### src/rtl/m_key_debounce.sv
// Key/switch debouncer: 2-flop synchronizer, 4-state stability FSM,
// registered level, edge pulses, JK-style toggle and press counter.
module m_key_debounce #(
  parameter int unsigned STABLE = 4,
  parameter int unsigned CNT_W  = 16
) (
  input  logic       CK,
  input  logic       R,
  input  logic       KEY_IN,
  output logic       KEY_LVL,
  output logic       KEY_RISE,
  output logic       KEY_FALL,
  output logic       TGL,
  output logic [7:0] PRESS_CNT
);

  typedef enum logic [1:0] {
    IDLE_LO,
    WAIT_HI,
    IDLE_HI,
    WAIT_LO
  } state_e;

  localparam logic [CNT_W-1:0] LAST = CNT_W'(STABLE - 1);
  localparam logic [CNT_W-1:0] ONE  = CNT_W'(1);

  logic             s1_q, s2_q;
  state_e           state_q, state_d;
  logic [CNT_W-1:0] cnt_q, cnt_d;
  logic             lvl_q, lvl_d;
  logic             rise_q, rise_d;
  logic             fall_q, fall_d;
  logic             tgl_q, tgl_d;
  logic [7:0]       pcnt_q, pcnt_d;

  always_ff @(posedge CK) begin
    if (R) begin
      s1_q    <= 1'b0;
      s2_q    <= 1'b0;
      state_q <= IDLE_LO;
      cnt_q   <= '0;
      lvl_q   <= 1'b0;
      rise_q  <= 1'b0;
      fall_q  <= 1'b0;
      tgl_q   <= 1'b0;
      pcnt_q  <= 8'd0;
    end else begin
      s1_q    <= KEY_IN;
      s2_q    <= s1_q;
      state_q <= state_d;
      cnt_q   <= cnt_d;
      lvl_q   <= lvl_d;
      rise_q  <= rise_d;
      fall_q  <= fall_d;
      tgl_q   <= tgl_d;
      pcnt_q  <= pcnt_d;
    end
  end

  // cnt defaults to 0 so idle states and bounce rejects clear it
  always_comb begin
    state_d = state_q;
    cnt_d   = '0;
    lvl_d   = lvl_q;
    rise_d  = 1'b0;
    fall_d  = 1'b0;
    tgl_d   = tgl_q;
    pcnt_d  = pcnt_q;
    unique case (state_q)
      IDLE_LO: begin
        if (s2_q) begin
          state_d = WAIT_HI;
          cnt_d   = ONE;
        end
      end
      WAIT_HI: begin
        if (!s2_q) begin
          state_d = IDLE_LO;
        end else if (cnt_q == LAST) begin
          state_d = IDLE_HI;
          lvl_d   = 1'b1;
          rise_d  = 1'b1;
          tgl_d   = ~tgl_q;
          pcnt_d  = pcnt_q + 8'd1;
        end else begin
          cnt_d = cnt_q + ONE;
        end
      end
      IDLE_HI: begin
        if (!s2_q) begin
          state_d = WAIT_LO;
          cnt_d   = ONE;
        end
      end
      WAIT_LO: begin
        if (s2_q) begin
          state_d = IDLE_HI;
        end else if (cnt_q == LAST) begin
          state_d = IDLE_LO;
          lvl_d   = 1'b0;
          fall_d  = 1'b1;
        end else begin
          cnt_d = cnt_q + ONE;
        end
      end
      default: state_d = IDLE_LO;
    endcase
  end

  assign KEY_LVL   = lvl_q;
  assign KEY_RISE  = rise_q;
  assign KEY_FALL  = fall_q;
  assign TGL       = tgl_q;
  assign PRESS_CNT = pcnt_q;

endmodule
### config.mk
export PLATFORM = sky130hd
export DESIGN_NAME = m_key_debounce
export DESIGN_NICKNAME = d
export VERILOG_FILES = /design/src/rtl/m_key_debounce.sv
export SDC_FILE = /design/constraint.sdc
export NUM_CORES = 1
export LEC_CHECK = 0
export ABC_AREA = 1
export CORE_ASPECT_RATIO = 0.9
export CORE_MARGIN = 2
export CORE_UTILIZATION = 54
export CTS_BUF_LIST = sky130_fd_sc_hd__clkbuf_8
export CTS_CLUSTER_SIZE = 12
export DETAILED_ROUTE_END_ITERATION = 16
export PLACE_DENSITY = 0.85
export SLEW_MARGIN = 15
export SYNTH_ARGS = -nofsm -noshare
export SYNTH_HDL_FRONTEND = slang
export SYNTH_SLANG_ARGS = --single-unit
export TNS_END_PERCENT = 1
### constraint.sdc
create_clock -name CK -period 2.8 [get_ports CK]
set_clock_uncertainty 0.2 [all_clocks]
set_input_delay 0.56 -clock CK [delete_from_list [all_inputs] [get_ports CK]]
set_output_delay 0.56 -clock CK [all_outputs]
set_load 0.05 [all_outputs]
Word level (Yosys, flattened, before mapping). Cells that the tools add are included.

Flip-flop bits (word level): 32. Output and inout bits: 12.

Add/sub/neg operators: 2. Equal/unequal tests: 12. Multiplexer cells: 19. Bitwise gates (word level): 4. Reductions and logical operators: 7.

Operator list (number): $pmux W16 S4 (1); $mux W16 (3); $add A16 B1 Y16 const B (1); $eq A16 B2 Y1 const B (1); $mux W2 (6); $ne A2 B2 Y1 const B (6); $add A8 B1 Y8 const B (1); $pmux W2 S4 (1); $mux W1 (7); $ne A3 B3 Y1 const B (2); $reduce_or A3 Y1 (2); $reduce_and A5 Y1 (1); $eq A2 B2 Y1 const B (2); $not A1 Y1 (4); $reduce_and A4 Y1 (1); $reduce_and A3 Y1 (1); $eq A2 B1 Y1 const B (1); $logic_not A2 Y1 (1); $pmux W1 S2 (1); $reduce_bool A2 Y1 (1).

Logic depth before layout (Yosys ltp). Gate-level depths: netlist of run 1.

Depth in word-level cells: 4. Mapped depth: 9. Mapped depth without buffers: 8.

Worst setup path after synthesis of run 1. No wires, ideal clock.

Kind: register -> register. Start point: reg pcnt_q[0], in the netlist PRESS_CNT[0]. End point: reg pcnt_q[4], in the netlist PRESS_CNT[4]. Setup time: 132 ps. Arrival: 1323 ps. Data required time: 2468 ps. Setup slack: 1145 ps. Cell stages (with the launch flop): 6. Cell sequence: dfxtp_1 ha_1 nand2_1 xnor2_1 nand3_1 a21oi_1.

Cells in the longest elaborated chain, start to end: 1.

RTL lines: start, declared (RTL line 34) `logic [7:0] pcnt_q, pcnt_d;`; start signal, assigned (RTL line 56) `pcnt_q <= pcnt_d;`; $add A8 B1 Y8 (RTL line 84) `pcnt_d = pcnt_q + 8'd1;`.

Every way passes these cells. A chain may end at the register's enable or synchronous reset.

Worst setup path in the final report of run 1.
Start point: reg pcnt_q[4], in the netlist PRESS_CNT[4]. End point: out PRESS_CNT[4].

RTL lines: end, declared (RTL line 14) `output logic [7:0] PRESS_CNT`.

No word-level cell between the ends.

==> results.cfg, run 1 <==
[final_layout]
num-nets-final = 262
drive_above_1_share_pct = 5.814
n_antenna_cell = 0
fin_cells = 298
final_util_pct = 67.25
area_growth_pct = 16.09

[clocking]
cts_tree = yes
cts_root_buf = clkbuf_8
htreeDepth = 2
cts_hold_buf = 0
clk_pin_slew_ns = 0.07
cts_sinks = 32
numCtsBuffers = 5
cts_resized = 0
clockBufferDepth = 2
clk_latency_ns = 0.29
postCtsSetupBuffers = 0

[global_routing]
track_usage_pct = 21.81
grt_pass1_vias = 1289
overflow = 0
antenna_found_initial = 0
grt_pass1_wl_mm = 5.582
grt_max_degree = 15

[setup_path]
critical_path.max_fanout = 5
critPathTopFamily = buffers and inverters
r2r_setup_slack_ns = 0.94
r2r_end = cnt_q[10]
r2r-start = cnt_q[0]
crit_arrival_ns = 1.57
crit_type = register to output pin
cp.required_ns = 2.04
crit_path_start = PRESS_CNT[4]
slowest_delay_ns = 0.84
start_kind = register
ff2ff_path_depth = 6
cp_cell_sequence = clkdlybuf4s50_1
cp-end-kind = output pin
path_buf_inv = 1
cp_slowest_cell = clkdlybuf4s50_1

[drt]
ant_nets = 0
via_count = 1476
wl_mm = 3.194
drt-initial-drc-count = 89
wl_per_cell_um = 10.72
drc = 0
first_pass_iters = 4
vias_per_cell = 4.953

[timing]
finalCritPeriodShare_pct = 83.11
hold_viol = 0
worst_pin_slew_ns = 0.5002
fin_setup_tns_ns = 0
slew_headroom_pct = 66.55
slew_violations = 0
rsz0062_at_grt = false
max_clock_freq_mhz = 429.7
fin_crit_ns = 2.327
holdWs_ns = 0.2231
finalSetupViolations = 0

[floorplan]
initial_utilization_pct = 57.93
dieHeight_um = 55.93
fp.dieW_um = 61.70
core-area_mm2 = 0.002793
placementRows = 18
ios = 15
dieArea_mm2 = 0.003450

[min_path]
holdPathEnd = s2_q
min_path_cells = 2
hold_class = register to register
min-delay-start = s1_q

[synthesis]
yosys.cell_types.count = 23
synth_cells = 239
synth_nets = 244
synthMostInstantiatedCell = nand2_1
seq_area_frac_synth_pct = 39.60
syn_area_per_cell_um2 = 6.769
synth_top_area_share_pct = 39.60
synth_top_cell_by_area = dfxtp_1
yosys_warnings = 0
synth-main-ff-cell = dfxtp_1
synth_area_leaders = dfxtp_1 (40%), nand2_1 (12%), nor2_1 (9.3%), nand3_1 (7.7%), inv_1 (7.4%)
synthArstFlopShare_pct = 0
synth_common_cells = nand2_1 (52), nor2_1 (40), dfxtp_1 (32), inv_1 (32), nand3_1 (25)
synth-seq-cells = 32
synth-edff-count = 0
netlist_area_mm2 = 0.001618

[power]
power.clock.fraction_pct = 40.8
power_leakage_nw = 0.7450
seq_power_share_pct = 54.1
peakVddDrop_v = 0.0003648
comb_power_share_pct = 5.1
netSwitchingFraction_pct = 23.18
p_int_uw = 670.1
power_density_mw_per_mm2 = 464.5
p_sw_uw = 202.2

[placed_design]
io_buffers = 14
gp_congestion = 0.8315
dpl.hpwl_mm = 2.325
dp_cells = 290

[run]
drv_cap = 0

[run_status]
status = completed
[cells by family after synthesis]
logic type / share of synthesized area (%)
fa+ha+maj: 1.547
flops: 39.60
buf+inv: 8.894
compound gates: 6.883
simple gates: 36.04
xor+xnor: 7.038
[sequential cells by signal, indices dropped and copies added, names as in the netlist, named ones only]
signal,flops
s1_q,1
KEY_FALL,1
state_q,1
TGL,1
PRESS_CNT,8
s2_q,1
KEY_RISE,1
cnt_q,16
KEY_LVL,1
[layout make-up]
class,count,area [um2]
multi-input cells,171,833.3
clock inverters,2,7.507
flip-flops and latches,32,640.6
clock buffers,6,82.58
well taps,40,50.05
inverters,33,123.9
fillers,261,914.6
repair buffers,14,140.1
[how the worst max path moves through the flow]
| stage | to | slack, ns | depth (start not counted) |
|---|---|---|---|
| finish | PRESS_CNT[4] | 0.47 | 1 |
| global route | PRESS_CNT[0] | 0.43 | 1 |
| CTS | PRESS_CNT[0] | 0.47 | 1 |
| detailed placement | cnt_q[8] | 0.70 | 4 |
| global placement | cnt_q[8] | 0.71 | 4 |
| floorplan | PRESS_CNT[4] | 1.14 | 5 |
[power groups by stage]
stage	Combinational (mW)	Clock, mW	Sequential, mW
finish	0.0449	0.356	0.472
global route	0.0511	0.387	0.472
CTS	0.0445	0.365	0.471
detailed placement	0.0440	0	0.481
global placement	0.0427	0	0.481
floorplan	0.0346	0	0.479
[routing by layer]
| metal | routed length [um] | track usage, % | share of wire [%] |
|---|---|---|---|
| met5 | 0 | 0 | 0 |
| met4 | 54 | 9.422 | 1.7 |
| met3 | 148 | 8.605 | 4.6 |
| met2 | 1358 | 28.72 | 43 |
| met1 | 1632 | 31.06 | 51 |
[placed cells by master (no fill, tap or decap), drive strengths merged]
cell and count:
nor3 7, xnor2 2, nand3b 1, clkdlybuf4s50 14
nand2 54, nor3b 1, ha 2, clkbuf 6
o21ai 3, nand3 25, xor2 11, o21bai 1
inv 35, nand4 4, a21oi 15, dfxtp 32
o22ai 1, nor2 44
[metrics by stage]
step	instance area, um2	total power, mW	setup slack, ns
floorplan	1618	0.5135	1.145
global placement	1788	0.5233	0.7092
detailed placement	1788	0.5249	0.6967
CTS	1878	0.8803	0.4721
global route	1878	0.9103	0.4264
finish	1878	0.8724	0.4728
No activity file was read; power rests on OpenSTA's default activity.
==> run 2: changes to the inputs <==
--- a/config.mk
+++ b/config.mk
@@ -8,11 +8,11 @@
 export ABC_AREA = 1
 export CORE_ASPECT_RATIO = 0.9
 export CORE_MARGIN = 2
-export CORE_UTILIZATION = 54
+export CORE_UTILIZATION = 53
 export CTS_BUF_LIST = sky130_fd_sc_hd__clkbuf_8
 export CTS_CLUSTER_SIZE = 12
 export DETAILED_ROUTE_END_ITERATION = 16
-export PLACE_DENSITY = 0.85
+export PLACE_DENSITY = 0.86
 export SLEW_MARGIN = 15
 export SYNTH_ARGS = -nofsm -noshare
 export SYNTH_HDL_FRONTEND = slang
==> constraint.sdc (replaced) <==
create_clock -name CK -period 2.05 [get_ports CK]
set_clock_uncertainty 0.2 [all_clocks]
set_input_delay 0.41 -clock CK [delete_from_list [all_inputs] [get_ports CK]]
set_output_delay 0.41 -clock CK [all_outputs]
set_load 0.05 [all_outputs]
==> run 2 against run 1 <==
Worst setup slack worse by 0.42 ns. Global-route usage down 1.6 points. Cell area is 0.73% higher. Power increased by 49%. Wire length is 1.2% higher. Via count grew 2.6%. Flip-flop and latch count unchanged. Clock power rose by 67%. Hold slack got worse by 0.015 ns. Largest cell class unchanged. Largest power group unchanged.
==> results.cfg, run 2 (synthesis results as in run 1) <==
[run_status]
status = completed

[power]
seq_power_share_pct = 49.3
power_leakage_nw = 0.7762
power_density_mw_per_mm2 = 688.4
power_mw = 1.302
comb_power_share_pct = 5.0
p_sw_uw = 286.8
p_int_mw = 1.016
peakVddDrop_v = 0.0004739
power.clock.fraction_pct = 45.7
netSwitchingFraction_pct = 22.02

[min_path]
hold_class = register to register
min_path_cells = 2

[setup_path]
crit_arrival_ns = 1.39
critical_path.max_fanout = 1
slowest_delay_ns = 0.79
cp_slowest_cell = clkdlybuf4s50_1
start_kind = register
cp_cell_sequence = clkdlybuf4s50_1
path_buf_inv = 1
cp.depth = 1
critPathTopFamily = buffers and inverters
crit_type = register to output pin
ff2ff_path_depth = 7
cp.required_ns = 1.44
cp-end-kind = output pin

[final_layout]
mostFrequentLayoutCells = nand2_1 (52), nor2_1 (40), dfxtp_1 (32), inv_1 (32), nand3_1 (25)
final_common_cell = nand2_1
num-nets-final = 264
largest-register = cnt_q
n_antenna_cell = 0
fin_cells = 302
drive_above_1_share_pct = 11.15
area_growth_pct = 16.94
largest_reg_flops = 16

[floorplan]
fp.dieW_um = 62.24
dieArea_mm2 = 0.003511
dieHeight_um = 56.42
ios = 15
initial_utilization_pct = 54.44
core-area_mm2 = 0.002972
placementRows = 19

[timing]
max_clock_freq_mhz = 500.4
fin_crit_ns = 1.998
worst_pin_slew_ns = 0.4896
holdWs_ns = 0.2080
slew_headroom_pct = 67.26
finalSetupViolations = 0
fin_setup_tns_ns = 0
timing.final.ws_setup_ns = 0.05151
hold_viol = 0
rsz0062_at_grt = false
finalCritPeriodShare_pct = 97.49
slew_violations = 0

[clocking]
cts_resized = 0
htreeDepth = 2
cts_tree = yes
cts_sinks = 32
postCtsSetupBuffers = 0
numCtsBuffers = 5
cts_hold_buf = 0
clk_pin_slew_ns = 0.07
clockBufferDepth = 2
cts_root_buf = clkbuf_8
clk_latency_ns = 0.28

[drt]
via_count = 1515
first_pass_iters = 4
drt-initial-drc-count = 87
drc = 0
wl_mm = 3.232
ant_nets = 0
vias_per_cell = 5.017
wl_per_cell_um = 10.70

[global_routing]
track_usage_pct = 20.16
antenna_found_initial = 0
grt_pass1_vias = 1315
grt_max_degree = 15
overflow = 0
grt_pass1_wl_mm = 5.554

[placed_design]
io_buffers = 14
dpl.hpwl_mm = 2.376
dp_cells = 294
place_ws_ns = 0.3015
gp_congestion = 0.9370

[run]
drv_cap = 0
run 2: cell type report:
cell class	count	area, um2
Tap cell	42	52.55
Fill cell	268	1080
Timing Repair Buffer	16	130.1
Sequential cell	32	640.6
Clock buffer	5	68.82
Clock inverter	3	42.54
Multi-Input combinational cell	171	833.3
Inverter	33	123.9
run 2: per-layer routing:
layer	GRT usage, %	vias to the layer above	share of wire, %
met1	25.98	654	47
met2	30.90	60	43
met5	0	-	0
met3	8.016	5	8.3
met4	6.984	0	1.1
li1	-	796	-
run 2: metrics by stage:
| stage | instance area (um2) | utilization (%) |
|---|---|---|
| 6_report | 1892 | 63.66 |
| 5_1_grt | 1892 | 63.66 |
| 4_1_cts | 1892 | 63.66 |
| 3_5_place_dp | 1780 | 59.92 |
| 3_3_place_gp | 1780 | 59.92 |
| 2_1_floorplan | 1618 | - |
run 2: worst paths after layout:
kind	from	end	slack [ns]
setup / recovery	KEY_FALL	KEY_FALL	0.05
hold / removal	s1_q	s2_q	0.21
setup reg to reg	cnt_q[0]	cnt_q[14]	0.29
hold reg to reg	s1_q	s2_q	0.21
run 2: power by group through the flow:
stage	sequential [mW]	clock, mW	combinational (mW)
2_1_floorplan	0.654	0	0.0473
3_3_place_gp	0.656	0	0.0657
3_5_place_dp	0.656	0	0.0650
4_1_cts	0.642	0.609	0.0653
5_1_grt	0.644	0.635	0.0760
6_report	0.642	0.595	0.0653
